**src/rtl/vga_write_arbiter_pkg.sv**
```systemverilog
// Shared constants and types for the VGA write arbiter and its coordinate delay line.
package vga_write_arbiter_pkg;

    localparam int unsigned SCR_W        = 160;
    localparam int unsigned SCR_H        = 120;
    localparam int unsigned PIC_LAT_DEF  = 2;
    localparam int unsigned WAIT_MAX_DEF = 4;
    localparam int unsigned COORD_W      = 10;
    localparam int unsigned COLOUR_W     = 3;
    localparam int unsigned CLIP_W       = 8;

    localparam logic [1:0] SCR_TITLE = 2'd0;
    localparam logic [1:0] SCR_WIN   = 2'd1;
    localparam logic [1:0] SCR_LOSE  = 2'd2;

    typedef enum logic [1:0] {
        IDLE  = 2'd0,
        WAIT  = 2'd1,
        RUN   = 2'd2,
        FLUSH = 2'd3
    } state_t;

    // One drawer sample: busy flag plus the address it is reading.
    typedef struct packed {
        logic               drawing;
        logic [COORD_W-1:0] x;
        logic [COORD_W-1:0] y;
    } pic_tap_t;

endpackage

```
**src/rtl/vga_write_arbiter_align.sv**
```systemverilog
// pic_align_delay: PIC_LAT-stage shift register lining drawer x/y/drawing up with its colour.
module pic_align_delay
    import vga_write_arbiter_pkg::*;
#(
    parameter int unsigned PIC_LAT = PIC_LAT_DEF
) (
    input  logic     clk,
    input  logic     resetn,
    input  pic_tap_t din,
    output pic_tap_t dout
);

    pic_tap_t stage [PIC_LAT];

    always_ff @(posedge clk or negedge resetn) begin
        if (!resetn) begin
            for (int i = 0; i < PIC_LAT; i++) begin
                stage[i] <= '0;
            end
        end else begin
            stage[0] <= din;
            for (int i = 1; i < PIC_LAT; i++) begin
                stage[i] <= stage[i-1];
            end
        end
    end

    assign dout = stage[PIC_LAT-1];

endmodule

```
**src/rtl/vga_write_arbiter.sv**
```systemverilog
// Launches picture draws, realigns drawer coordinates and arbitrates the VGA write port.
// Optional build macro OOB_CLIP_EN suppresses and counts off-screen writes.
module vga_write_arbiter
    import vga_write_arbiter_pkg::*;
#(
    parameter int unsigned PIC_LAT  = PIC_LAT_DEF,
    parameter int unsigned WAIT_MAX = WAIT_MAX_DEF
) (
    input  logic                clk,
    input  logic                resetn,
    input  logic                screen_req,
    input  logic [1:0]          screen_sel,
    output logic                pic_go,
    output logic [1:0]          pic_select,
    input  logic                pic_drawing,
    input  logic [COORD_W-1:0]  pic_x,
    input  logic [COORD_W-1:0]  pic_y,
    input  logic [COLOUR_W-1:0] pic_colour,
    input  logic                game_valid,
    output logic                game_ready,
    input  logic [7:0]          game_x,
    input  logic [6:0]          game_y,
    input  logic [COLOUR_W-1:0] game_colour,
    output logic                vga_plot,
    output logic [7:0]          vga_x,
    output logic [6:0]          vga_y,
    output logic [COLOUR_W-1:0] vga_colour,
    output logic                screen_done,
    output logic                pic_abort,
    output logic [CLIP_W-1:0]   clip_count
);

    localparam int unsigned WAIT_W  = (WAIT_MAX > 1) ? $clog2(WAIT_MAX) : 1;
    localparam int unsigned FLUSH_W = (PIC_LAT > 1) ? $clog2(PIC_LAT) : 1;

    state_t              state, state_nxt;
    logic [WAIT_W-1:0]   wait_cnt, wait_cnt_nxt;
    logic [FLUSH_W-1:0]  flush_cnt, flush_cnt_nxt;
    logic                pending, pending_nxt;
    logic [1:0]          pend_sel, pend_sel_nxt;
    logic [1:0]          pic_select_nxt;
    logic                pic_go_nxt, pic_abort_nxt, screen_done_nxt;

    logic                wr_req;
    logic                wr_oob;
    logic [COORD_W-1:0]  wr_x, wr_y;
    logic [COLOUR_W-1:0] wr_col;

    pic_tap_t dly_in, dly_out;

    // Samples are only meaningful once a draw has been launched.
    assign dly_in = '{drawing: pic_drawing && (state != IDLE), x: pic_x, y: pic_y};

    pic_align_delay #(.PIC_LAT(PIC_LAT)) u_align (
        .clk    (clk),
        .resetn (resetn),
        .din    (dly_in),
        .dout   (dly_out)
    );

    // Next-state, launch/abort control and write-port selection.
    always_comb begin
        state_nxt       = state;
        wait_cnt_nxt    = wait_cnt;
        flush_cnt_nxt   = flush_cnt;
        pending_nxt     = pending;
        pend_sel_nxt    = pend_sel;
        pic_select_nxt  = pic_select;
        pic_go_nxt      = 1'b0;
        pic_abort_nxt   = pic_abort;
        screen_done_nxt = 1'b0;
        game_ready      = 1'b0;
        wr_req          = 1'b0;
        wr_x            = '0;
        wr_y            = '0;
        wr_col          = '0;

        if (state != IDLE && screen_req) begin
            pending_nxt  = 1'b1;
            pend_sel_nxt = screen_sel;
        end

        case (state)
            IDLE: begin
                if (screen_req || pending) begin
                    pic_select_nxt = screen_req ? screen_sel : pend_sel;
                    pic_go_nxt     = 1'b1;
                    pending_nxt    = 1'b0;
                    pic_abort_nxt  = 1'b0;
                    wait_cnt_nxt   = '0;
                    state_nxt      = WAIT;
                end else begin
                    game_ready = resetn;
                    if (game_valid && resetn) begin
                        wr_req = 1'b1;
                        wr_x   = COORD_W'(game_x);
                        wr_y   = COORD_W'(game_y);
                        wr_col = game_colour;
                    end
                end
            end
            WAIT: begin
                if (pic_drawing) begin
                    state_nxt = RUN;
                end else if (wait_cnt == WAIT_W'(WAIT_MAX - 1)) begin
                    pic_abort_nxt = 1'b1;
                    state_nxt     = IDLE;
                end else begin
                    wait_cnt_nxt = wait_cnt + WAIT_W'(1);
                end
            end
            RUN: begin
                if (!pic_drawing) begin
                    flush_cnt_nxt = '0;
                    state_nxt     = FLUSH;
                end
            end
            FLUSH: begin
                if (flush_cnt == FLUSH_W'(PIC_LAT - 1)) begin
                    screen_done_nxt = 1'b1;
                    state_nxt       = IDLE;
                end else begin
                    flush_cnt_nxt = flush_cnt + FLUSH_W'(1);
                end
            end
            default: state_nxt = IDLE;
        endcase

        if ((state == RUN || state == FLUSH) && dly_out.drawing) begin
            wr_req = 1'b1;
            wr_x   = dly_out.x;
            wr_y   = dly_out.y;
            wr_col = pic_colour;
        end
    end

`ifdef OOB_CLIP_EN
    logic [CLIP_W-1:0] clip_q;

    assign wr_oob = (wr_x >= COORD_W'(SCR_W)) || (wr_y >= COORD_W'(SCR_H));

    always_ff @(posedge clk or negedge resetn) begin
        if (!resetn) begin
            clip_q <= '0;
        end else if (wr_req && wr_oob && (clip_q != {CLIP_W{1'b1}})) begin
            clip_q <= clip_q + CLIP_W'(1);
        end
    end

    assign clip_count = clip_q;
`else
    logic unused_hi;

    assign unused_hi  = ^{wr_x[COORD_W-1:8], wr_y[COORD_W-1:7]};
    assign wr_oob     = 1'b0;
    assign clip_count = '0;
`endif

    always_ff @(posedge clk or negedge resetn) begin
        if (!resetn) begin
            state       <= IDLE;
            wait_cnt    <= '0;
            flush_cnt   <= '0;
            pending     <= 1'b0;
            pend_sel    <= '0;
            pic_select  <= '0;
            pic_go      <= 1'b0;
            pic_abort   <= 1'b0;
            screen_done <= 1'b0;
            vga_plot    <= 1'b0;
            vga_x       <= '0;
            vga_y       <= '0;
            vga_colour  <= '0;
        end else begin
            state       <= state_nxt;
            wait_cnt    <= wait_cnt_nxt;
            flush_cnt   <= flush_cnt_nxt;
            pending     <= pending_nxt;
            pend_sel    <= pend_sel_nxt;
            pic_select  <= pic_select_nxt;
            pic_go      <= pic_go_nxt;
            pic_abort   <= pic_abort_nxt;
            screen_done <= screen_done_nxt;
            vga_plot    <= wr_req && !wr_oob;
            if (wr_req && !wr_oob) begin
                vga_x      <= wr_x[7:0];
                vga_y      <= wr_y[6:0];
                vga_colour <= wr_col;
            end
        end
    end

endmodule

```
**config.mk**
```make
export PLATFORM = sky130hd
export DESIGN_NAME = vga_write_arbiter
export DESIGN_NICKNAME = d
export VERILOG_FILES = /design/src/rtl/vga_write_arbiter_pkg.sv /design/src/rtl/vga_write_arbiter_align.sv /design/src/rtl/vga_write_arbiter.sv
export SDC_FILE = /design/constraint.sdc
export NUM_CORES = 1
export LEC_CHECK = 0
export CAP_MARGIN = 30
export CORE_ASPECT_RATIO = 0.5
export CORE_MARGIN = 5
export CORE_UTILIZATION = 45
export DETAILED_ROUTE_END_ITERATION = 10
export GPL_TIMING_DRIVEN = 1
export PLACE_DENSITY = 0.86
export SLEW_MARGIN = 20
export SYNTH_ARGS = -nofsm -noshare
export SYNTH_HDL_FRONTEND = slang
export SYNTH_SLANG_ARGS = --single-unit
```
**constraint.sdc**
```tcl
create_clock -name clk -period 2.05 [get_ports clk]
set_clock_uncertainty 0.15 [all_clocks]
set_input_delay 0.615 -clock clk [delete_from_list [all_inputs] [get_ports clk]]
set_output_delay 0.615 -clock clk [all_outputs]
set_load 0.005 [all_outputs]
```
Word level (Yosys, flattened, before mapping)
Cells that the tools add are included.
Widths: inputs -> output; s select.
{ "word_totals": {"ff_bits": 64, "inputBits": 48} }
{ "classes": {"add_sub_neg": 2, "n_eq_ne": 11, "n_mux": 43, "reduce_logical": 15} }
{ "ops": {"columns": ["cell", "n"], "rows": [
  ["$mux 8", 4],
  ["$mux 7", 4],
  ["$mux 1", 18],
  ["$mux 2", 9],
  ["$mux 3", 4],
  ["$ne 2x2->1 const B", 6],
  ["$reduce_and 4->1", 3],
  ["$pmux 2 s4", 1],
  ["$eq 2x2->1 const B", 3],
  ["$reduce_bool 2->1", 3],
  ["$logic_and 1x1->1", 4],
  ["$pmux 1 s2", 2],
  ["$pmux 2 s2", 1],
  ["$reduce_and 2->1", 2],
  ["$ne 3x3->1 const B", 1],
  ["$add 2x1->2 const B", 1],
  ["$eq 2x1->1 const B", 1],
  ["$logic_not 2->1", 1],
  ["$logic_or 1x1->1", 2],
  ["$add 1x1->1 const B", 1]
]} }

Logic depth before layout (Yosys ltp)
Gate-level depths: netlist of run 1.
{ "logic_depth": {"word_depth": 5, "mapped_depth": 6, "depth_no_buf": 4} }

Hierarchy
Synthesis of run 1 repeated with hierarchy kept, for this count alone.
{ "hier_totals": {"hier_cells": 238, "area_unflattened_um2": 2864.0} }
{ "modules_own_cells": {"columns": ["module", "n_inst", "cells_per_inst", "area_each_um2", "seq_area_each_um2"], "rows": [
  ["vga_write_arbiter", 1, 175, 1655.3, 800.8],
  ["pic_align_delay", 1, 63, 1208.7, 1051.0]
]} }

Least setup slack after synthesis of run 1
Ideal clock, no wire load.
{ "synth_timing": {"path_type": "in2out", "start": "input port resetn", "end": "output port game_ready", "t_arrival_ps": 1311, "required_time_ps": 1285, "path_slack_ps": -26, "path_stages": 3, "n_path_buf": 2, "cell_sequence": "clkbuf_1 clkbuf_1 and2_1"} }
{ "synth_via": {"elab_chain_len": 2} }
{ "synth_lines": {"columns": ["element", "line_no", "rtl"], "rows": [
  ["start: declaration", "vga_write_arbiter.sv:10", "input logic resetn,"],
  ["$mux 1", "vga_write_arbiter.sv:85", "if (screen_req || pending) begin"],
  ["$mux 1", "vga_write_arbiter.sv:83", "case (state)"],
  ["end: declaration", "vga_write_arbiter.sv:20", "output logic game_ready,"]
]} }
No other way between the ends.

Final worst setup path of run 1
{ "layout_timing": {"start": "input port screen_req", "end": "output port game_ready"} }
{ "layout_via": {"elab_chain_len": 3} }
{ "layout_lines": {"columns": ["element", "line_no", "rtl"], "rows": [
  ["start: declaration", "vga_write_arbiter.sv:11", "input logic screen_req,"],
  ["$logic_or 1x1->1", "vga_write_arbiter.sv:85", null],
  ["$mux 1", "vga_write_arbiter.sv:85", null],
  ["$mux 1", "vga_write_arbiter.sv:83", null]
]} }
No other way between the ends.

==> results.py, run 1 <==
metrics = {
    "outcome": {
        "status": "finished, violations left",
        "violations": "negative setup slack",
    },
    "route": {
        "post-route-drc-count": 0,
        "wl_per_cell_um": 14.8,
        "drt_wl_total_mm": 5.37,
        "firstDrtPassIters": 6,
        "avgViaCountPerCell": 5.06,
        "ant_nets": 0,
        "drt-initial-drc-count": 49,
        "num_vias": 1842,
    },
    "global_route": {
        "grt_max_degree": 35,
        "grt_overflow": 0,
        "grt_use_total_pct": 16.1,
        "grt_pass1_vias": 1913,
        "grt_pass1_wl_mm": 9.04,
        "antenna_found_initial": 0,
    },
    "critical_path": {
        "crit_path_start": "screen_req",
        "cp_top_family": "simple AND/OR/NAND/NOR gates",
        "slowest_stage": "nor4_4",
        "required_ns": 1.28,
        "rr_endpoint": "vga_y[3]",
        "crit_chain": "buf_2 > nor4_4 > and2_1 > buf_2",
        "path_buf_inv": 2,
        "r2r_start": "state[0]",
        "path_depth": 4,
        "crit_path_end": "game_ready",
        "path_common_cell": "buf_2",
        "r2r_slack_ns": 0.20,
        "critPathMaxFanout": 2,
        "r2r_cells": 5,
        "critPathMaxStageDelay_ns": 0.31,
        "path_class": "in2out",
        "cp-end-kind": "output pin",
        "worstSetupStartpointType": "primary input",
        "critPathArrivalTime_ns": 1.33,
    },
    "pwr": {
        "ir_drop_uv": 664,
        "p_leak_nw": 1.50,
        "powerDensity_mw_per_mm2": 1270,
        "power_w": 0.00437,
    },
    "sta": {
        "finalHoldViolCount": 0,
        "max_freq_ghz": 0.478,
        "worst_pin_slew_ns": 0.668,
        "layout_min_cycle_time_ns": 2.09,
        "period_share_pct": 102,
        "timing.slew.headroom_pct": 55.5,
        "rsz0062_at_grt": "true",
        "setup_violations": 1,
        "tns_ns": -0.0441,
        "fin_ws_ns": -0.0441,
        "final_max_slew_viol_count": 0,
    },
    "clocking": {
        "clkTransAtPathRegs_ns": 0.07,
        "cts_root_buffer": "clkbuf_8",
        "clk_latency_ns": 0.34,
        "clock_sinks": 64,
        "cts_buffer_depth": 2,
        "cts_tree": "built",
        "cts_htree_levels": 3,
        "cts_inserted_buffers": 9,
    },
    "cells_and_area": {
        "areaGrowthSynthToFinish_pct": 38.1,
        "finalInstanceArea_mm2": 0.00344,
        "diodes": 0,
        "layout-drive-gt1-share_pct": 16.8,
        "num-fill-cells": 394,
        "fin_util_pct": 63.5,
        "fin_nets": 335,
    },
    "placement": {
        "dp_hpwl_mm": 3.88,
        "place_area_mm2": 0.00325,
        "portBuffers": 67,
        "gp_congestion": 0.811,
    },
    "die": {
        "die_h_um": 62.6,
        "die_width_um": 115,
        "initial_core_util_pct": 46.0,
        "io_pins": 81,
        "fp-row-count": 19,
        "die_area_mm2": 0.00722,
        "core-area_mm2": 0.00542,
    },
    "synthesis": {
        "ys_seq_area_share_pct": 64.3,
        "ys_ff_latch": 64,
        "ys_types": 30,
        "netlist_area_mm2": 0.00249,
        "ys_warn_count": 0,
        "synthCells": 207,
        "syn_avg_cell_area_um2": 12.0,
    },
    "run": {
        "maxCapViolations": 0,
    },
    "worst_hold_path": {
        "hp-class": "in2async",
    },
}
[power breakdown]
group	switching, W	leakage, nW	internal [W]
Sequential	0.000197	0.764	0.00161
Clock	0.000496	0.0952	0.000560
Combinational	0.000658	0.643	0.000857
Total	0.00135	1.50	0.00302
[worst min-delay path by stage]
stage                     slack (ns)              start  cells after the start               end
after detailed placement        0.18  u_align.stage[23]                      0   u_align.dout[2]
after CTS                       0.13             resetn                      2  u_align.dout[13]
after floorplan                 0.17             resetn                      0         async pin
after global placement          0.18  u_align.stage[37]                      0  u_align.dout[16]
final                           0.13             resetn                      2          vga_x[4]
after global routing            0.13             resetn                      2          vga_x[4]
[per-stage QoR]
stage	instances	hold WS [ns]	setup WS, ns
2_1_floorplan	214	0.169	0.0521
3_3_place_gp	347	0.182	-0.691
3_5_place_dp	347	0.185	-0.728
4_1_cts	363	0.125	-0.0966
5_1_grt	364	0.134	-0.173
6_report	364	0.131	-0.0441
[final cells by class]
class | count | area [µm²] | share of cell area (%)
clock buffer | 9 | 124 | 3.60
inverter | 1 | 3.75 | 0.109
multi-input combinational | 127 | 768 | 22.3
clock inverter | 7 | 72.6 | 2.11
tap | 73 | 91.3 | 2.65
sequential | 64 | 1600 | 46.5
timing repair buffer | 83 | 781 | 22.7
[flip-flops by register name (all words and copies together) (netlist names), 2 cells and up, named ones only]
register	cells
u_align.stage	16
vga_x	8
vga_y	7
u_align.dout	16
pic_select	2
pend_sel	2
wait_cnt	2
vga_colour	3
[Yosys cell counts]
library cell  number  share of area (%)
a22o_1             3                1.1
inv_1              1               0.15
nand2_1           38                5.7
nor2b_1            3               0.75
dfrtp_1           64                 64
nor3b_1            1               0.30
a21oi_1            1               0.20
o21ai_0           10                2.0
and2_1             2               0.50
nand2b_1           3               0.75
nor2_1             4               0.60
mux2_2             2               0.90
nor3_1             2               0.40
conb_1             1               0.15
or2_2              1               0.25
buf_6              1               0.45
o211ai_1           8                2.4
or3_1              1               0.25
nor4_4             1               0.85
nand4_1           18                4.5
buf_2              2               0.40
buf_8              1               0.60
clkbuf_1           7                1.1
nand3_1            1               0.20
o21a_1             3               0.90
buf_4             11                3.3
ha_1               1               0.50
a31oi_1            4                1.0
and3_1             2               0.50
o211ai_2          10                5.0
[cells in the final DEF (no fill, tap or decap), types with 3 or more instances in the layout]
cell / netlist / layout
conb_1: 1 / 8
nand2_1: 38 / 38
nand4_1: 18 / 18
buf_4: 11 / 17
o211ai_2: 10 / 10
clkdlybuf4s50_1: 0 / 63
nor2b_1: 3 / 3
nand2b_1: 3 / 3
clkbuf_8: 0 / 9
o21a_1: 3 / 3
a31oi_1: 4 / 4
nor2_1: 4 / 4
a22o_1: 3 / 3
dfrtp_1: 64 / 64
o21ai_0: 10 / 10
o211ai_1: 8 / 8
[kinds of logic after synthesis]
family	Yosys count	share of synthesized area, %
AO/OA/AOI/OAI	39	12.6
adder cells (fa/ha/maj)	1	0.502
buffers and inverters	23	5.97
flip-flops	64	64.3
multiplexers	2	0.904
other	1	0.150
AND/OR/NAND/NOR	77	15.6
[layer usage]
| metal | up-vias | global-route usage, % | part of all wire (%) |
|---|---|---|---|
| met5 | - | 0 | 0 |
| met3 | 11 | 6.87 | 5.9 |
| met2 | 48 | 26.4 | 52 |
| met1 | 918 | 18.8 | 40 |
| li1 | 865 | - | - |
| met4 | 0 | 5.86 | 2.1 |
[repair_timing]
| action | CTS | global route |
|---|---|---|
| hold buffers | 0 | 0 |
| pin swaps | 2 | 1 |
| buffers inserted | 0 | 1 |
| setup endpoints to repair | 15 | 3 |
| gates resized for setup | 8 | 1 |
Note: power is estimated with default switching activity, not from simulation.
==> run 2, diff against run 1 <==
--- a/config.mk
+++ b/config.mk
@@ -11,6 +11,7 @@
 export CORE_UTILIZATION = 45
 export DETAILED_ROUTE_END_ITERATION = 10
 export GPL_TIMING_DRIVEN = 1
+export MAX_ROUTING_LAYER = met4
 export PLACE_DENSITY = 0.86
 export SLEW_MARGIN = 20
 export SYNTH_ARGS = -nofsm -noshare
==> constraint.sdc (replaced) <==
create_clock -name clk -period 2.1 [get_ports clk]
set_clock_uncertainty 0.15 [all_clocks]
set_input_delay 0.63 -clock clk [delete_from_list [all_inputs] [get_ports clk]]
set_output_delay 0.63 -clock clk [all_outputs]
set_load 0.005 [all_outputs]
==> run 2 against run 1 <==
Compared with the run above:
- the run still ends with negative setup slack left
- cell area fell by 0.55%
- non-clock buffer count did not move
- die area did not move
- sequential cell count did not move
- total power fell by 4.9%
- sequential share of layout area rose by 0.26 points
- largest cell class unchanged
==> results.py, run 2 (same netlist as run 1, synthesis figures left out) <==
metrics = {
    "outcome": {
        "status": "finished, violations left",
        "violations": "negative setup slack",
    },
    "placement": {
        "place_ws_ns": -0.688,
        "gp_congestion": 0.820,
        "dp_hpwl_mm": 4.28,
        "portBuffers": 67,
        "dp_cells": 347,
    },
    "clocking": {
        "cts_inserted_buffers": 9,
        "clock_sinks": 64,
        "ctsHoldBuffers": 0,
        "cts_root_buffer": "clkbuf_8",
        "cts_htree_levels": 3,
        "cts_tree": "built",
        "clk_latency_ns": 0.33,
        "clkTransAtPathRegs_ns": 0.07,
        "cts_buffer_depth": 2,
    },
    "die": {
        "die_h_um": 62.6,
        "fp-row-count": 19,
        "die_area_mm2": 0.00722,
        "core-area_mm2": 0.00542,
        "io_pins": 81,
        "initial_core_util_pct": 46.0,
        "die_width_um": 115,
    },
    "route": {
        "wl_per_cell_um": 16.0,
        "post-route-drc-count": 0,
        "firstDrtPassIters": 4,
        "num_vias": 1892,
        "ant_nets": 0,
        "drt-initial-drc-count": 76,
        "avgViaCountPerCell": 5.20,
        "drt_wl_total_mm": 5.84,
    },
    "critical_path": {
        "crit_path_end": "game_ready",
        "critPathArrivalTime_ns": 1.32,
        "cp-end-kind": "output pin",
        "r2r_cells": 6,
        "rr_endpoint": "vga_colour[1]",
        "required_ns": 1.32,
        "path_class": "reg2out",
        "worstSetupStartpointType": "flop",
        "critPathMaxFanout": 2,
        "r2r_slack_ns": 0.18,
    },
    "pwr": {
        "p_leak_nw": 1.48,
        "ir_drop_uv": 569,
        "powerDensity_mw_per_mm2": 1220,
        "power_w": 0.00416,
    },
    "sta": {
        "worst_pin_slew_ns": 0.644,
        "rsz0062_at_grt": "true",
        "period_share_pct": 100,
        "final_max_slew_viol_count": 0,
        "tns_ns": -0.00149,
        "timing.slew.headroom_pct": 57.1,
        "setup_violations": 1,
        "layout_min_cycle_time_ns": 2.10,
        "fin_ws_ns": -0.00149,
        "max_freq_ghz": 0.476,
        "finalHoldViolCount": 0,
    },
    "global_route": {
        "grt_pass1_vias": 2085,
        "grt_max_degree": 51,
        "antenna_found_initial": 0,
        "grt_use_total_pct": 18.2,
        "grt_pass1_wl_mm": 9.86,
        "grt_overflow": 0,
    },
    "cells_and_area": {
        "num-fill-cells": 426,
        "layout.cells.most_common_list": "dfrtp_1 (64), clkdlybuf4s50_1 (64), nand2_1 (38)",
        "diodes": 0,
        "fin_nets": 335,
        "finalNonFillerCells": 364,
        "layout-drive-gt1-share_pct": 16.5,
        "areaGrowthSynthToFinish_pct": 37.3,
    },
    "worst_hold_path": {
        "hp-class": "in2async",
    },
    "run": {
        "maxCapViolations": 0,
    },
}
## run 2: cell type report
cell class	count	area (µm²)	area share [%]
Multi-Input combinational cell	127	768	22.4
Clock buffer	11	141	4.13
Inverter	1	3.75	0.110
Sequential cell	64	1600	46.8
Clock inverter	5	32.5	0.950
Timing Repair Buffer	83	785	22.9
Tap cell	73	91.3	2.67
## run 2: stage by stage
step           utilization (%)  cell area (µm²)  hold WS (ns)
3_5_place_dp              59.9             3250         0.186
6_report                  63.2             3420        0.0928
3_3_place_gp              59.9             3250         0.183
5_1_grt                   63.2             3420        0.0849
2_1_floorplan                -             2520         0.181
4_1_cts                   63.2             3420        0.0887
## run 2: power by group
group / leakage, nW / switching (W) / total (W) / internal, W
Clock: 0.0813 / 0.000456 / 0.000912 / 0.000456
Sequential: 0.764 / 0.000193 / 0.00176 / 0.00157
Combinational: 0.636 / 0.000655 / 0.00149 / 0.000832
Total: 1.48 / 0.00130 / 0.00416 / 0.00286
## run 2: worst min-delay path by stage
stage / endpoint / slack, ns
floorplan: async pin / 0.18
CTS: vga_x[4] / 0.09
global route: u_align.dout[11] / 0.08
detailed placement: u_align.dout[1] / 0.19
global placement: u_align.dout[3] / 0.18
finish: u_align.dout[11] / 0.09
## run 2: metal layers
| layer | share of wire [%] | GRT usage [%] |
|---|---|---|
| met1 | 39 | 19.5 |
| met2 | 55 | 32.1 |
| met3 | 5.6 | 5.13 |
| met4 | 1.1 | 6.59 |
| met5 | 0 | - |
## run 2: critical path, stage by stage (launching register included)
cell and delay, ns:
dfrtp_1 0.41, nor4_4 0.29, and2_1 0.17, buf_2 0.11
## run 2: repair_timing
item	4_1_cts	5_1_grt
resized for setup	10	0
setup endpoints to repair	6	1
setup buffers	1	0
gates cloned	0	0
pin swaps	2	0
==> run 3, diff against run 2 <==
--- a/config.mk
+++ b/config.mk
@@ -8,12 +8,13 @@
 export CAP_MARGIN = 30
 export CORE_ASPECT_RATIO = 0.5
 export CORE_MARGIN = 5
-export CORE_UTILIZATION = 45
+export CORE_UTILIZATION = 48
 export DETAILED_ROUTE_END_ITERATION = 10
 export GPL_TIMING_DRIVEN = 1
 export MAX_ROUTING_LAYER = met4
-export PLACE_DENSITY = 0.86
+export PLACE_DENSITY = 0.88
 export SLEW_MARGIN = 20
 export SYNTH_ARGS = -nofsm -noshare
 export SYNTH_HDL_FRONTEND = slang
+export SYNTH_HIERARCHICAL = 1
 export SYNTH_SLANG_ARGS = --single-unit
==> run 3 against run 2 <==
Compared with the run above:
- the run now ends clean
- clock power up 22%
- global-route usage rose by 0.29 points
- highest routed layer unchanged
- synthesized area increased by 3.4%
- setup slack improved by 0.030 ns
- first-iteration DRC count is 55% higher
- fmax increased by 1.4%
- critical path type unchanged
- worst hold slack better by 0.096 ns
- non-clock buffer count fell by 1
==> results.py, run 3 <==
metrics = {
    "cells_and_area": {
        "areaGrowthSynthToFinish_pct": 33.5,
        "num-fill-cells": 382,
        "diodes": 0,
        "regArea_mm2": 0.00160,
        "fin_util_pct": 67.9,
        "fin_nets": 334,
        "layout-drive-gt1-share_pct": 13.4,
        "multi_input_area_um2": 729,
        "layout.cells.most_common_list": "dfrtp_1 (64), clkdlybuf4s50_1 (64), nand2_1 (41)",
    },
    "critical_path": {
        "required_ns": 1.32,
        "cp-end-kind": "output pin",
        "r2r_start": "state[0]",
        "worstSetupStartpointType": "flop",
        "crit_chain": "nor4_4 > and2_1 > buf_6",
        "critPathMaxFanout": 2,
        "path_class": "reg2out",
        "slowest_stage": "dfrtp_1",
        "critPathMaxStageDelay_ns": 0.41,
        "critPathArrivalTime_ns": 1.29,
        "r2r_cells": 6,
        "rr_endpoint": "vga_colour[2]",
        "r2r_slack_ns": 0.25,
    },
    "pwr": {
        "pwr-share-clk_pct": 25.7,
        "powerDensity_mw_per_mm2": 1260,
        "p_switching_w": 0.00126,
        "p_seq_share_pct": 40.9,
        "p_sw_share_pct": 29.1,
        "p_comb_share_pct": 33.3,
        "p_leak_nw": 1.47,
        "p_int_w": 0.00306,
        "ir_drop_uv": 650,
    },
    "route": {
        "ant_nets": 0,
        "avgViaCountPerCell": 5.22,
        "firstDrtPassIters": 4,
        "drt_wl_total_mm": 5.65,
        "num_vias": 1879,
        "drt-initial-drc-count": 118,
        "post-route-drc-count": 0,
        "wl_per_cell_um": 15.7,
    },
    "die": {
        "io_pins": 81,
        "die_area_mm2": 0.00702,
        "die_width_um": 114,
        "fp-row-count": 18,
        "initial_core_util_pct": 50.8,
        "die_h_um": 61.8,
        "core-area_mm2": 0.00507,
    },
    "sta": {
        "finalHoldViolCount": 0,
        "period_share_pct": 98.6,
        "worst_pin_slew_ns": 0.710,
        "layout_min_cycle_time_ns": 2.07,
        "timing.slew.headroom_pct": 52.7,
        "setup_violations": 0,
        "rsz0062_at_grt": "true",
        "tns_ns": 0,
        "hold_slack_ns": 0.189,
        "final_max_slew_viol_count": 0,
        "max_freq_ghz": 0.483,
    },
    "placement": {
        "gp_congestion": 0.827,
        "dp_hpwl_mm": 3.91,
        "portBuffers": 67,
    },
    "global_route": {
        "grt_pass1_wl_mm": 9.40,
        "antenna_found_initial": 0,
        "grt_max_degree": 43,
        "grt_use_total_pct": 18.5,
        "grt_pass1_vias": 1935,
        "grt_overflow": 0,
    },
    "clocking": {
        "clk_latency_ns": 0.34,
        "clock_sinks": 64,
        "cts_tree": "built",
        "clkTransAtPathRegs_ns": 0.07,
        "cts_root_buffer": "clkbuf_8",
        "cts_htree_levels": 3,
        "cts_buffer_depth": 2,
        "cts_inserted_buffers": 9,
    },
    "synthesis": {
        "ys_warn_count": 6,
        "netlist_area_mm2": 0.00258,
        "syn_avg_cell_area_um2": 11.6,
        "synthCells": 223,
    },
    "outcome": {
        "status": "completed",
    },
    "run": {
        "maxCapViolations": 0,
    },
    "worst_hold_path": {
        "hp-class": "in2async",
    },
}
[run 3: cell type report]
class	count	area share (%)
clock inverters	2	1.02
inverters	2	0.218
flip-flops and latches	64	46.6
clock buffers	14	5.31
well taps	70	2.55
multi-input cells	126	21.2
repair buffers	82	23.1
[run 3: worst max-delay path by stage]
stage / slack, ns / endpoint / cells after the start / start
global placement: -0.68 / game_ready / 4 / screen_req
detailed placement: -0.69 / game_ready / 4 / screen_req
finish: 0.03 / game_ready / 3 / state[0]
CTS: 0.003 / game_ready / 3 / state[0]
global route: -0.01 / game_ready / 3 / state[0]
floorplan: 0.07 / game_ready / 3 / resetn
[run 3: what timing repair did]
item                       CTS  global route
pin swaps                    2             1
setup buffers                1             0
hold buffers                 0             0
setup endpoints to repair    1             1
resized for setup           10             1
[run 3: critical path: cells and delay by family (launching register included)]
family	cells	cell delay [ns]
flops	1	0.41
buf+inv	1	0.11
simple gates	2	0.44
[run 3: metal layers]
| layer | vias up | global-route usage, % | routed length (µm) |
|---|---|---|---|
| met2 | 72 | 29.8 | 2860 |
| li1 | 863 | - | - |
| met3 | 10 | 6.38 | 367 |
| met4 | 0 | 8.56 | 123 |
| met1 | 934 | 21.5 | 2300 |
| met5 | - | - | 0 |
[run 3: per-stage QoR]
stage | power [W] | std cells | instance area, µm² | setup slack (ns)
2_1_floorplan | 0.00248 | 230 | 2600 | 0.0721
3_3_place_gp | 0.00314 | 343 | 3210 | -0.680
3_5_place_dp | 0.00323 | 343 | 3210 | -0.687
4_1_cts | 0.00436 | 360 | 3430 | 0.00320
5_1_grt | 0.00459 | 360 | 3440 | -0.0134
6_report | 0.00432 | 360 | 3440 | 0.0284
[run 3: power groups by stage]
stage	logic [W]	registers, W	clock network, W
3_3_place_gp	0.00137	0.00177	0
2_1_floorplan	0.000697	0.00179	0
5_1_grt	0.00158	0.00182	0.00119
6_report	0.00144	0.00177	0.00111
3_5_place_dp	0.00144	0.00179	0
4_1_cts	0.00146	0.00177	0.00114
